**src/rtl/fetch_pc_stage.sv**
```systemverilog
// fetch_pc_stage: program counter, redirect selection and IF/ID pipeline register
module fetch_pc_stage #(
    parameter logic [31:0] RESET_PC = 32'h0000_0000,
    parameter int          CNT_W    = 16
) (
    input  logic             Clk,
    input  logic             Reset,
    input  logic             Stall,
    input  logic             Flush,
    input  logic             BranchTaken,
    input  logic [31:0]      BranchTarget,
    input  logic             JumpTaken,
    input  logic [31:0]      JumpTarget,
    input  logic             JrTaken,
    input  logic [31:0]      JrTarget,
    input  logic [31:0]      InstrIn,
    output logic [31:0]      InstrAddr,
    output logic [31:0]      IFID_Instr,
    output logic [31:0]      IFID_PCPlus4,
    output logic             IFID_Valid,
    output logic             AlignErr,
    output logic [CNT_W-1:0] RedirectCount
);
    logic [31:0]      pc_q, pc_d, pc_plus4, tgt_raw, target;
    logic [31:0]      instr_q, instr_d, p4_q, p4_d;
    logic             valid_q, valid_d, align_q, align_d, redirect, bubble;
    logic [CNT_W-1:0] cnt_q, cnt_d;

    always_comb begin
        redirect = JrTaken | JumpTaken | BranchTaken;
        tgt_raw  = JrTaken ? JrTarget : JumpTaken ? JumpTarget : BranchTarget;
        target   = {tgt_raw[31:2], 2'b00};
        pc_plus4 = pc_q + 32'd4;
        // a redirect squashes the wrong-path fetch and beats any stall
        bubble   = redirect | Flush;
        pc_d     = redirect ? target : Stall ? pc_q : pc_plus4;
        instr_d  = bubble ? 32'd0 : Stall ? instr_q : InstrIn;
        p4_d     = bubble ? 32'd0 : Stall ? p4_q : pc_plus4;
        valid_d  = bubble ? 1'b0 : Stall ? valid_q : 1'b1;
        align_d  = redirect & (|tgt_raw[1:0]);
        cnt_d    = (redirect && !(&cnt_q)) ? cnt_q + 1'b1 : cnt_q;
    end

    always_ff @(posedge Clk) begin
        if (Reset) begin
            pc_q    <= RESET_PC;
            instr_q <= '0;
            p4_q    <= '0;
            valid_q <= 1'b0;
            align_q <= 1'b0;
            cnt_q   <= '0;
        end else begin
            pc_q    <= pc_d;
            instr_q <= instr_d;
            p4_q    <= p4_d;
            valid_q <= valid_d;
            align_q <= align_d;
            cnt_q   <= cnt_d;
        end
    end

    assign InstrAddr     = pc_q;
    assign IFID_Instr    = instr_q;
    assign IFID_PCPlus4  = p4_q;
    assign IFID_Valid    = valid_q;
    assign AlignErr      = align_q;
    assign RedirectCount = cnt_q;
endmodule

```
**config.mk**
```make
export PLATFORM = sky130hd
export DESIGN_NAME = fetch_pc_stage
export DESIGN_NICKNAME = d
export VERILOG_FILES = /design/src/rtl/fetch_pc_stage.sv
export SDC_FILE = /design/constraint.sdc
export NUM_CORES = 1
export LEC_CHECK = 0
export BUFFER_PORTS_ARGS = -buffer_cell sky130_fd_sc_hd__buf_2
export CAP_MARGIN = 5
export CORE_ASPECT_RATIO = 0.7
export CORE_MARGIN = 3
export CORE_UTILIZATION = 44
export DETAILED_ROUTE_END_ITERATION = 7
export GPL_TIMING_DRIVEN = 0
export PLACE_DENSITY = 0.74
export RECOVER_POWER = 100
export SYNTH_ARGS = -nofsm -noshare
export SYNTH_HDL_FRONTEND = slang
export SYNTH_SLANG_ARGS = --single-unit
```
**constraint.sdc**
```tcl
create_clock -name Clk -period 1.8 [get_ports Clk]
set_input_delay 0.09 -clock Clk [delete_from_list [all_inputs] [get_ports Clk]]
set_output_delay 0.09 -clock Clk [all_outputs]
set_load 0.02 [all_outputs]
```
# Yosys cells after proc, flatten, opt, wreduce, memory -nomap -nowiden
# Cells that the tools add are included.
[word_totals] ff_bits=114
[classes] addsub=2 n_eq_ne=1 mux=4 bitwise_logic=4 n_reduce_logical=6
[op_table] op="two-way mux 32 bit" count=4
[op_table] op="adder 32 x 3 -> 32 bit (second input constant)" count=1
[op_table] op="adder 16 x 1 -> 16 bit (second input constant)" count=1
[op_table] op="AND reduction 16 bit" count=1
[op_table] op="OR reduction 2 bit" count=3
[op_table] op="bitwise OR 1 bit" count=3
[op_table] op="!= test 2 x 1 -> 1 bit (second input constant)" count=1
[op_table] op="bitwise AND 1 bit" count=1
[op_table] op="logical AND 1 bit" count=1
[op_table] op="zero test 1 bit" count=1

# Depth between registers and ports, before layout
[logic_depth] word_depth=4 mapped_depth=8 depth_no_buf=6

# Worst setup path before layout
# Ideal clock, no wire load.
[synth_timing] path_type="register -> register" from="register pc_q[2], in the netlist InstrAddr[2]" to="register pc_q[24], in the netlist InstrAddr[24]" setup_ns=0.086 arrival_ns=2.072 required_time_ns=1.714 path_slack_ns=-0.358 path_stages_with_launch=7 period_less_slack_ns=2.158 path_cell_list="dfxtp_1 -> ha_1 -> nand3_2 -> nor4_1 -> nand4_1 -> xor2_1 -> a211oi_1"
[synth_via] elab_chain_cells=3
[synth_lines] item="from (decl)" line_no="24" source="logic [31:0] pc_q, pc_d, pc_plus4, tgt_raw, target;"
[synth_lines] item="from (signal assigned)" line_no="53" source="pc_q <= pc_d;"
[synth_lines] item="adder 32 x 3 -> 32 bit" line_no="33" source="pc_plus4 = pc_q + 32'd4;"
[synth_lines] item="two-way mux 32 bit (2 in a row)" line_no="36" source="pc_d = redirect ? target : Stall ? pc_q : pc_plus4;"
# Every way passes these cells. The select of a mux whose other input is x is not followed.
# A chain may end at the register's enable or synchronous reset.

# Worst setup path after layout
[layout_timing] from="register pc_q[2], in the netlist InstrAddr[2]" to="register pc_q[19], in the netlist InstrAddr[19]"
# The elaborated chain is that of the path after synthesis.

==> summary.txt <==
Critical path
  – Arrival @ worst endpoint: 2.17 ns
  – Crit path launch type: flop
  – CP required: 2.08 ns
  – WS Path Type: flop to flop
  – Slowest-stage cell, CP: or4_4
  – Crit-path max FO: 5
  – Buf/Inv on CP: 2
  – Crit path max-delay family: simple AND/OR/NAND/NOR gates
  – Slowest stage delay, CP: 0.45 ns
  – CP Cell Sequence: buf_12 > nand4b_4 > or2_1 > buf_6 > or4_4 > xor2_1 > a211oi_2
  – CP Capture Type: flop

Floorplanning
  – Die Wd: around 140 µm
  – Die area: 14,900 µm²
  – Row Count: 34
  – Die Ht: 103 µm
  – I/O pin total: approximately 250
  – Core area: 12,800 µm²
  – Initial Util: approximately 46%

Synthesis
  – Synth top area cells: dfxtp_1 (37%), mux2i_1 (9.0%), nor2_1 (6.8%)
  – Yosys top cell area share: 37.3%
  – Synth Register Bits: 110
  – Cell area after synthesis: ~6000 µm²
  – Most frequent cells after synthesis: dfxtp_1 (110), nor2_1 (107), mux2i_1 (53)
  – Synth Flop Type: dfxtp_1
  – Cell taking the most area after synthesis: dfxtp_1
  – Top-count cell post-synth: dfxtp_1
  – Avg Cell Area, Syn: 8.52 µm²
  – Async SR Flop Fraction: 0%
  – YS warnings: 0
  – EDFF count, synth: 0
  – Post-Synthesis Cells: 692
  – Cell variety after synth: 54
  – Register area share after synthesis: between 30% and 40%

Clock tree
  – Clk slew on worst S/H paths: 0.08 ns
  – Number of buffers created by CTS: 9
  – CTS H-tree depth: 3
  – CTS Sinks: 110
  – Clock Path Buffers: 2
  – Root buf cell: clkbuf_16
  – Worst skew pair latency: 0.36 ns
  – CTS tree: built

GRT
  – Largest net degree at the start of global routing: 21
  – Global-route wire length before repair: 31.0 mm
  – Number of global-route vias before repair: 5,942
  – Initial antenna violation count: 0
  – Total global-route track usage: 26.8%
  – Grt ovf: 0

Final layout
  – Final #Nets: 1,152
  – Area grow syn2layout: 45.4%
  – Multi-input gate area: 3600 µm²
  – Filler cells: 1,058
  – Sequential cell area: 2240 µm²
  – Share of cells above drive strength 1: slightly above 30%
  – Layout Cells excl Fill: 1,182
  – Ant. Diodes: 0

Detailed routing
  – TritonRoute pass-1 iters: 5
  – DRT Wirelength: 21.9 mm
  – DRC viols: 0
  – Iter 0 DRT Violations: between 500 and 600
  – Via count: 6,531
  – Vias/cell: between 5 and 6
  – Final ANT Viol Nets: 0
  – WL/cell: between 15 and 20 µm

Timing
  – Fin worst setup slack: -0.0916 ns
  – Unrepaired setup endpoints after global routing: true
  – Final clock skew: 0.00659 ns
  – FMAX: 529 MHz
  – WHS: 0.0412 ns
  – Fin Setup TNS: -0.273 ns
  – Period utilization: 105%
  – Tmin final: approximately 1.9 ns
  – Endpoints failing hold: 0
  – Actual slew at the worst max-slew pin: 0.709 ns
  – Final slew viol count: 0
  – Slew HR: 52.7%
  – Setup violators final: 11

Outcome
  – Failing checks: setup timing
  – Outcome: finished, violations left

Hold path
  – Worst hold path class: primary input to flop

Place
  – DP Worst Slack: -0.473 ns
  – Inst Count DP: 1,100
  – Port bufs: 243
  – Post-DP HPWL: 15.0 mm
  – RD Place Congestion: 0.964

Power
  – Power per cell area: 672 nW/µm²
  – Worst-case vdd ir drop: 0.476 mV
  – Leakage: 3.56 nW

Job
  – Max Cap Viol: 0
## registers in the layout, indices dropped and copies added (netlist names)
signal,cells
AlignErr,1
IFID_Instr,32
IFID_PCPlus4,30
RedirectCount,16
InstrAddr,30
IFID_Valid,1
## layout make-up
cell class | count | share of cell area, %
Multi-Input combinational cell | 507 | 42.0
Sequential cell | 110 | 26.1
Timing Repair Buffer | 314 | 20.7
Buffer | 56 | 4.48
Clock buffer | 10 | 2.92
Tap cell | 162 | 2.36
Inverter | 17 | 0.744
Clock inverter | 6 | 0.657
## cell families after synthesis
kind of cell,count (synthesis),synth area share (%)
AO/OA/AOI/OAI,139,15.1
XOR/XNOR,61,9.06
adder cells (fa/ha/maj),2,0.424
buffers and inverters,78,7.66
flip-flops,110,37.3
multiplexers,53,8.99
other,1,0.0636
AND/OR/NAND/NOR,248,21.3
## repair_timing
item,4_1_cts,5_1_grt
buffers inserted,14,24
hold buffers,32,0
pin swaps,11,32
cloned,0,1
endpoints found under the hold margin,32,0
endpoints found under the setup margin,43,87
gates resized for setup,27,64
## cell usage in the layout, fill, tap and decap left out, types with 10 or more instances in the layout
cell type	n
nor3_1	10
nand4_1	22
o21a_1	11
buf_2	159
o21ai_0	11
dfxtp_2	14
dlygate4sd3_1	32
nand2_1	31
a211oi_1	32
clkbuf_16	11
o22ai_1	19
xor2_1	26
clkbuf_1	109
nor2_1	104
nor4_4	11
inv_1	16
buf_6	15
dfxtp_1	90
xnor2_1	32
mux2i_1	53
a21oi_1	42
nand3_1	13
buf_4	35
## path summary, 6_finish.rpt
check	end	cells past startpoint	from	slack, ns
setup / recovery	InstrAddr[19]	7	InstrAddr[2]	-0.09
hold / removal	AlignErr	3	JrTarget[1]	0.04
setup reg to reg	InstrAddr[19]	7	InstrAddr[2]	-0.09
hold reg to reg	IFID_Valid	2	IFID_Valid	0.45
## metrics by stage
step / util (%) / power, mW / instance area [µm²]
2_1_floorplan: - / 3.21 / 6010
3_3_place_gp: 58.2 / 3.57 / 7430
3_5_place_dp: 58.2 / 3.59 / 7430
4_1_cts: 64.9 / 5.70 / 8290
5_1_grt: 67.2 / 5.94 / 8570
6_report: 67.2 / 5.76 / 8570
## routing by layer
layer	up-vias	track usage (%)	part of all wire [%]
met5	-	0	0
met4	0	6.95	2.5
met3	50	8.02	9.9
met2	326	43.3	46
met1	3066	35.5	42
li1	3089	-	-
## report_power, final
| group | total [mW] | internal (mW) | switching [mW] |
|---|---|---|---|
| logic | 1.05 | 0.474 | 0.581 |
| clock network | 2.09 | 1.06 | 1.03 |
| registers | 2.61 | 2.51 | 0.107 |
| total | 5.76 | 4.04 | 1.72 |
## worst reg2reg max path, cell delays in order (launching register included)
cell and delay, ns:
dfxtp_4 0.40, buf_12 0.11, nand4b_4 0.14, or2_1 0.25
buf_6 0.13, or4_4 0.45, xor2_1 0.17, a211oi_2 0.17
Note: power is estimated with default switching activity, not from simulation.
